File: config.mk
export PLATFORM = sky130hd
export DESIGN_NAME = writer
export DESIGN_NICKNAME = d
export VERILOG_FILES = /design/src/rtl/writer_pkg.sv /design/src/rtl/writer_slot.sv /design/src/rtl/writer.sv
export SDC_FILE = /design/constraint.sdc
export NUM_CORES = 1
export LEC_CHECK = 0
export ABC_AREA = 1
export CORE_MARGIN = 3
export CORE_UTILIZATION = 43
export CTS_CLUSTER_DIAMETER = 100
export DETAILED_ROUTE_END_ITERATION = 12
export GPL_TIMING_DRIVEN = 0
export PLACE_DENSITY = 0.74
export SLEW_MARGIN = 25
export SYNTH_ARGS = -nofsm -noshare
export SYNTH_HDL_FRONTEND = slang
export SYNTH_SLANG_ARGS = --single-unit
File: constraint.sdc
create_clock -name clk -period 3.6 [get_ports clk]
set_clock_uncertainty 0.2 [all_clocks]
set_input_delay 0.72 -clock clk [delete_from_list [all_inputs] [get_ports clk]]
set_output_delay 0.72 -clock clk [all_outputs]
set_load 0.05 [all_outputs]
File: src/rtl/writer_pkg.sv
// Shared sizing defaults and slot addressing for the SAR result-assembly register.
package writer_pkg;

    localparam int unsigned NUM_CH_DEF = 8;
    localparam int unsigned WIDTH_DEF  = 10;

    // Base bit position of a channel's slot within the flat result vector.
    function automatic int unsigned slot_base(input int unsigned ch, input int unsigned width);
        return ch * width;
    endfunction

endpackage

File: src/rtl/writer_slot.sv
// One channel's result register: each bit loads from d when the channel is selected
// and that SAR step is strobed, otherwise it holds.
module writer_slot
    import writer_pkg::*;
#(
    parameter int unsigned WIDTH = WIDTH_DEF
) (
    input  logic             clk,
    input  logic             reset,
    input  logic             sel,
    input  logic [WIDTH-1:0] bitctrl,
    input  logic [WIDTH-1:0] d,
    output logic [WIDTH-1:0] q
);

    logic [WIDTH-1:0] wr_en;

    assign wr_en = {WIDTH{sel}} & bitctrl;

    always_ff @(posedge clk or posedge reset) begin
        if (reset) begin
            q <= '0;
        end else begin
            q <= (q & ~wr_en) | (d & wr_en);
        end
    end

endmodule

File: src/rtl/writer.sv
// Result-assembly register for a bank of SAR ADC channels; every selected channel
// captures the currently strobed decision bits of D into its slot of out.
module writer
    import writer_pkg::*;
#(
    parameter int unsigned NUM_CH = NUM_CH_DEF,
    parameter int unsigned WIDTH  = WIDTH_DEF
) (
    input  logic                    clk,
    input  logic                    reset,
    input  logic [NUM_CH-1:0]       ADCctrl,
    input  logic [WIDTH-1:0]        D,
    input  logic [WIDTH-1:0]        bitctrl,
    output logic [NUM_CH*WIDTH-1:0] out
);

    for (genvar ch = 0; ch < NUM_CH; ch++) begin : g_slot
        localparam int unsigned BASE = slot_base(ch, WIDTH);

        writer_slot #(
            .WIDTH (WIDTH)
        ) u_slot (
            .clk     (clk),
            .reset   (reset),
            .sel     (ADCctrl[ch]),
            .bitctrl (bitctrl),
            .d       (D),
            .q       (out[BASE +: WIDTH])
        );
    end

endmodule

==> flow_metrics.py <==
metrics = {
    "drt": {
        "wl_per_cell_um": 16.3,
        "drc": 0,
        "drt-total-wl_mm": 10.6,
        "firstDrtPassIters": 5,
        "viasPerCell": 4.98,
        "drtIter0Drc": 167,
        "detail-route-antenna-nets": 0,
        "vias": 3239,
    },
    "place": {
        "place_area_sq_mm": 0.00465,
        "dp_hpwl_mm": 6.93,
        "io_buffer_count": 81,
        "place_congestion": 0.818,
    },
    "setup_path": {
        "cp.depth": 1,
        "crit_path_max_incr_delay_ps": 830,
        "crit_path_end_kind": "primary output",
        "crit_path_max_fanout": 2,
        "cp_num_buf_inv": 1,
        "required_ps": 2680,
        "r2r_cells": 2,
        "r2r_setup_slack_ps": 2760,
        "cp-endpoint": "out[30]",
        "slowest_stage": "clkdlybuf4s50_1",
        "crit_chain": "clkdlybuf4s50_1",
        "worstPathArrival_ps": 1550,
        "crit_type": "flip-flop to primary output",
        "critPathTopFamily": "buffers and inverters",
        "cp-start-kind": "flip-flop",
    },
    "synth": {
        "seq_area_frac_synth_pct": 54.3,
        "synth.yosys.warnings": 0,
        "synth_cells": 447,
        "synth.distinct_cells": 7,
        "post-synth-top-count-cell": "nand2_1",
        "synth.top_cells.by_count": "nand2_1 (240), dfrtp_1 (80), nand3_1 (80)",
        "ys_ff_latch": 80,
        "synth-edff-count": 0,
        "synth.top_cell.area_share_pct": 54.3,
        "ys.flop_type": "dfrtp_1",
        "async_flop_share_pct": 100,
        "yosysTopAreaCell": "dfrtp_1",
        "syn-cell-area_sq_mm": 0.00368,
        "yosys-top-cells-area": "dfrtp_1 (54%), nand2_1 (24%), nand3_1 (11%), buf_6 (6.1%), buf_2 (2.3%)",
        "syn_nets": 477,
        "avgSynthCellArea_sq_um": 8.24,
    },
    "global_route": {
        "grt_usage_pct": 22.2,
        "grt_pass1_wl_mm": 16.5,
        "grt_pass1_vias": 3083,
        "grt_antenna_before_repair": 0,
        "grt_max_degree": 42,
        "overflow": 0,
    },
    "cells_and_area": {
        "syn_to_final_growth_pct": 32.5,
        "nets": 570,
        "fillers": 754,
        "drive_gt1_share_pct": 11.4,
        "regArea_sq_mm": 0.00200,
        "multi_input_area_sq_mm": 0.00130,
        "fin_area_sq_mm": 0.00488,
        "antenna_cells": 0,
    },
    "flow_run": {
        "cap_violations": 0,
    },
    "clock_network": {
        "cts_root_buf": "clkbuf_8",
        "ctsHoldBuffers": 0,
        "clk-insertion-delay-late_ps": 350,
        "clk_pin_slew_ps": 70,
        "cts.repair.resized": 0,
        "cts.sinks": 80,
        "numCtsBuffers": 9,
        "cts_tree": "done",
        "postCtsSetupBuffers": 0,
        "clockBufferDepth": 2,
        "ctsHtreeMaxLevel": 3,
    },
    "power": {
        "p_total_mw": 2.75,
        "pwr-share-seq_pct": 39.3,
        "p_leak_nw": 2.50,
        "power.switching_mw": 1.01,
        "p_per_area_mw_per_mm2": 564,
        "clock_power_share_pct": 27.9,
        "p_int_mw": 1.74,
        "ir_drop_uv": 300,
        "switching_share_pct": 36.7,
        "p_comb_share_pct": 32.8,
    },
    "floorplanning": {
        "fp.dieW_um": 98.6,
        "die_area_sq_mm": 0.00972,
        "die_h_um": 98.6,
        "rows": 33,
        "initial_core_util_pct": 44.6,
        "num_io_pins": 110,
        "coreArea_sq_mm": 0.00826,
    },
    "timing": {
        "worstMarginPinSlew_ps": 538,
        "slew_headroom_pct": 64.1,
        "hold_violations": 0,
        "rsz0062_at_grt": "false",
        "fmax_mhz": 404,
        "period_needed_ps": 2470,
        "slew_violations": 0,
        "final-setup-viol-count": 0,
        "post-route-period-util_pct": 68.7,
    },
    "run_status": {
        "status": "completed",
    },
    "worst_hold_path": {
        "hold_class": "flip-flop to flip-flop",
        "hold_depth": 2,
    },
}
-- final cells by class --
class                   instances  area share (%)
flip-flops and latches         80            41.0
clock inverters                 2            1.23
well taps                     105            2.69
inverters                       1           0.128
clock buffers                  14            3.54
plain buffers                  46            7.74
multi-input cells             320            26.7
repair buffers                 82            17.0
-- placed cells by master, fill, tap and decap left out --
| master | n |
|---|---|
| bufinv_16 | 2 |
| clkdlybuf4s50_1 | 81 |
| buf_6 | 20 |
| nand2_1 | 240 |
| clkbuf_1 | 2 |
| nand3_1 | 80 |
| inv_4 | 1 |
| clkbuf_8 | 12 |
| buf_12 | 1 |
| buf_4 | 9 |
| buf_2 | 17 |
| dfrtp_1 | 80 |
-- power by group through the flow --
stage	logic (mW)	registers [mW]	clock network (mW)
after floorplan	0.205	1.49	0
after global placement	0.893	1.09	0
after detailed placement	0.907	1.10	0
after CTS	0.909	1.08	0.776
after global routing	0.952	1.09	0.819
final	0.903	1.08	0.768
-- through the flow --
step	setup WS [ps]	util, %	setup TNS [ps]	hold WS [ps]	std cells
2_1_floorplan	628	-	0	550	447
3_3_place_gp	-646	56.0	-51390	254	633
3_5_place_dp	1510	56.3	0	260	634
4_1_cts	1120	59.1	0	276	650
5_1_grt	1090	59.1	0	293	650
6_report	1130	59.1	0	275	650
-- how the worst min path moves through the flow --
stage	end	slack, ps	startpoint
2_1_floorplan	flip-flop	550	flip-flop
3_3_place_gp	flip-flop	250	flip-flop
3_5_place_dp	flip-flop	260	flip-flop
4_1_cts	flip-flop	280	flip-flop
5_1_grt	flip-flop	290	flip-flop
6_report	flip-flop	280	flip-flop
-- cells by family after synthesis --
kind of cell / Yosys count / share of synthesized area, %
flip-flops: 80 / 54.3
AND/OR/NAND/NOR: 320 / 35.3
buffers and inverters: 47 / 10.4
-- metal layers --
metal	share of wire, %	vias to the layer above	routed length [um]	track usage (%)
met5	0	-	0	0
met3	7.6	15	804	3.96
met1	41	1521	4280	28.5
met4	1.3	0	135	7.56
met2	51	129	5340	37.9
li1	-	1574	-	-
Power figures use the tool's default switching activity.
==> RTL edit 1, RTL diff (same flow settings) <==
Change the package constant `NUM_CH_DEF` from 8 to 16.
--- a/src/rtl/writer_pkg.sv
+++ b/src/rtl/writer_pkg.sv
@@ -3,3 +3,3 @@
 
-    localparam int unsigned NUM_CH_DEF = 8;
+    localparam int unsigned NUM_CH_DEF = 16;
     localparam int unsigned WIDTH_DEF  = 10;
Ports: changed (resized ADCctrl and out); port bits go from 110 to 198. The function was not compared with the original's and may differ.
==> RTL edit 1 against the unedited design <==
- core utilization grew 3.0 points
- wire length grew 140%
- setup slack lost 0.11 ns
- design area grew 110%
- combinational power grew 110%
- sequential share of layout area shrank 1.0 points
- total power grew 120%
- area after synthesis grew 95%
- sequential power grew 100%
- sequential cell count grew 80
- via count grew 110%
- global-route usage grew 6.3 points
==> RTL edit 1: results (changes against the unedited design) <==
stage	metric	value	unit	change
status	status	finished, final reports clean		
routing	avgRoutedWirePerCell	19.5	um	+20%
placement	placed_area	9370	um2	+100%
placement	port_buffers	181		+120%
global_routing	grtUsageMet2	42.7	%	+4.8 points
power_and_ir_drop	peakVddDrop	318	uV	+6.3%
placement	dp.cells	1275		+100%
cells_and_area	nets	1116		+96%
logic_synthesis	synth_commonest_cells	480 x nand2_1, 160 x dfrtp_1, 160 x nand3_1, 32 x buf_2, 30 x buf_6		
global_routing	track_usage	28.5	%	+6.3 points
global_routing	grt_pass1_vias	6521		+110%
routing	m1WireLength	10400	um	+140%
worst_setup_path	reg2reg_slack	2.73	ns	-0.03 ns
timing	tightestPinTransition	0.571	ns	+0.0330 ns
routing	top_layer	met4		
routing	wl_met2	11600	um	+120%
placement	place_worst_setup_slack	1.47	ns	-0.0409 ns
power_and_ir_drop	p_leak	0.00507	uW	+100%
routing	wl_met3	2810	um	+250%
worst_setup_path	crit_end	out[158]		
clock_network	h-tree-depth	4		+1
cells_and_area	drive_gt1_share	9.90	%	-1.5 points
logic_synthesis	syn-num-nets	911		+91%
logic_synthesis	synth_top_area_share	55.7	%	+1.4 points
clock_network	insertion_delay	0.43	ns	+0.08 ns
worst_setup_path	cp.arrival	1.66	ns	+0.11 ns
logic_synthesis	yosysSeqAreaShare	55.7	%	+1.4 points
routing	routed_wirelength	25500	um	+140%
routing	drtIter0Drc	591		+250%
logic_synthesis	synthTopCellsByArea	dfrtp_1 56%, nand2_1 25%, nand3_1 11%, buf_6 4.7%, buf_2 2.2%		
placement	place_hpwl	17600	um	+150%
global_routing	grt_max_degree	31		-26%
timing	period_share	71.7	%	+2.9 points
routing	vias	6883		+110%
placement	routabilityCongestion	0.853		+4.2%
global_routing	use_met1	39.6	%	+11 points
global_routing	grt_pass1_wl	39000	um	+140%
global_routing	grt_use_met3	7.99	%	+4.0 points
logic_synthesis	ys_types	7		unchanged
## RTL edit 1: area by class of cell
type / instances / area [um2]
fillers: 1386 / 6100
flip-flops and latches: 160 / 4000
multi-input cells: 640 / 2600
repair buffers: 186 / 1910
plain buffers: 72 / 573
clock buffers: 21 / 460
well taps: 216 / 270
clock inverters: 11 / 185
inverters: 1 / 7.51
## RTL edit 1: report_power, final
part           total, uW  internal [uW]  switching [uW]
Combinational       1860            571            1290
Clock               2010           1260             752
Sequential          2180           2020             153
Total               6050           3860            2200
## RTL edit 1: logic make-up (layout without fill, tap and decap cells)
group / Yosys count / after routing / synth area share [%]
buf+inv: 73 / 291 / 8.03
flops: 160 / 160 / 55.7
simple gates: 640 / 640 / 36.2
## RTL edit 1: worst reg2reg max path, delay by kind of cell, from the launching register on
family	cells	cell delay, ns
flops	1	0.42
simple gates	2	0.15
==> RTL edit 2, RTL diff (config.mk and constraints unchanged) <==
Made on the original files. Put a register stage on the output `out`, without a reset. The value now appears one clock later.
--- a/src/rtl/writer.sv
+++ b/src/rtl/writer.sv
@@ -16,2 +16,4 @@
 
+    logic [NUM_CH*WIDTH-1:0] out_d;
+
     for (genvar ch = 0; ch < NUM_CH; ch++) begin : g_slot
@@ -27,4 +29,8 @@
             .d       (D),
-            .q       (out[BASE +: WIDTH])
+            .q       (out_d[BASE +: WIDTH])
         );
+    end
+
+    always_ff @(posedge clk) begin
+        out <= out_d;
     end
Function: changed (Yosys sat finds a counterexample within 4 cycles, from zero or initial values and one cycle with reset high).
==> RTL edit 2 against the unedited design <==
- sequential cell count up 80
- core utilization is 0.20 points higher
- design area rose by 42%
- synthesized cell count increased by 18%
- total power increased by 79%
- final cell count up 21%
- area after synthesis rose by 43%
- critical path depth stayed put
- setup slack lost 0.046 ns
- wire length is 25% higher
- global-route usage fell by 1.8 points
- via count increased by 19%
- first-iteration DRC count up 20%
==> RTL edit 2: results (changes against the unedited design) <==
stage	metric	value	unit	change
placement	place_worst_setup_slack	1.53	ns	+0.0190 ns
power_and_ir_drop	p_leak	0.00336	uW	+34%
power_and_ir_drop	peakVddDrop	395	uV	+32%
placement	place_hpwl	8310	um	+20%
clock_network	root_buffer	clkbuf_16		
clock_network	insertion_delay	0.42	ns	+0.07 ns
timing	tightestPinTransition	0.541	ns	+0.00351 ns
routing	drtIter0Drc	201		+20%
hold_path	hold_depth	0		-2
power_and_ir_drop	intPower	3500	uW	+100%
logic_synthesis	synthArstFlopShare	50.0	%	-50 points
worst_setup_path	reg2reg_slack	2.74	ns	-0.02 ns
clock_network	h-tree-depth	4		+1
logic_synthesis	synthTopCellsByArea	dfrtp_1 38%, dfxtp_1 30%, nand2_1 17%, nand3_1 7.6%, buf_6 4.3%		
global_routing	grt_use_met3	5.91	%	+1.9 points
global_routing	use_met1	25.3	%	-3.2 points
global_routing	grt_max_degree	56		+33%
routing	vias	3846		+19%
clock_network	cts_setup_buffers	0		unchanged
routing	m1WireLength	5250	um	+23%
logic_synthesis	synth-main-ff-cell	dfxtp_1		
placement	placed_area	6310	um2	+36%
status	status	finished, final reports clean		
logic_synthesis	ys_types	8		+1
logic_synthesis	syn-num-nets	557		+17%
logic_synthesis	yosysSeqAreaShare	68.2	%	+14 points
routing	wl_met3	1030	um	+28%
routing	wl_met2	6570	um	+23%
logic_synthesis	synth_commonest_cells	240 x nand2_1, 80 x dfrtp_1, 80 x dfxtp_1, 80 x nand3_1, 20 x buf_6		
global_routing	grt_pass1_vias	3668		+19%
worst_setup_path	cp_max_fo	1		-1
routing	avgRoutedWirePerCell	16.8	um	+3.6%
worst_setup_path	cp.arrival	1.60	ns	+0.05 ns
global_routing	grtUsageMet2	33.1	%	-4.8 points
cells_and_area	fillers	980		+30%
clock_network	cts_buffers	17		+8
placement	routabilityCongestion	0.781		-4.5%
cells_and_area	nets	658		+15%
RTL edit 2: cell count changes in the layout (fill, tap and decap cells not counted), sizes merged:
cell	unedited run	this run
bufinv	2	4
clkbuf	14	20
clkinv	0	3
dfxtp	0	80
clkinvlp	0	5
RTL edit 2: power by group through the flow:
stage | registers (uW) | logic, uW | clock network [uW]
after floorplan | 2530 | 206 | 0
after global placement | 2140 | 900 | 0
after detailed placement | 2150 | 917 | 0
after CTS | 2120 | 921 | 1930
after global routing | 2140 | 968 | 2010
final | 2110 | 915 | 1910
RTL edit 2: kinds of logic after synthesis:
logic type             share of synthesized area (%)
and+or+nand+nor                                 24.6
DFF                                             68.2
buffers and inverters                           7.22
RTL edit 2: worst max path at each step:
| stage | endpoint | cells past startpoint | start | slack [ns] |
|---|---|---|---|---|
| 2_1_floorplan | async pin | 1 | reset | 0.63 |
| 3_3_place_gp | async pin | 2 | reset | -0.63 |
| 3_5_place_dp | out[36] | 1 | out[36] | 1.53 |
| 4_1_cts | out[9] | 1 | out[9] | 1.07 |
| 5_1_grt | out[9] | 1 | out[9] | 1.06 |
| 6_report | out[49] | 1 | out[49] | 1.08 |
RTL edit 2: per-stage QoR:
stage / hold WS [ns] / std cells
floorplan: 0.147 / 527
global placement: 0.157 / 751
detailed placement: 0.155 / 752
CTS: 0.169 / 784
global route: 0.179 / 784
finish: 0.167 / 784
RTL edit 2: area by class of cell:
class	instances	share of cell area [%]
buffer	46	5.44
clock buffer	20	6.57
clock inverter	12	2.65
inverter	1	0.0901
multi-input combinational	320	18.7
sequential	160	51.9
tap	143	2.58
timing repair buffer	82	12.1
RTL edit 2: worst register-to-register path, cell delays in order (launching register included):
cell and delay [ns]:
dfrtp_1 0.40, nand2_1 0.09, nand2_1 0.06
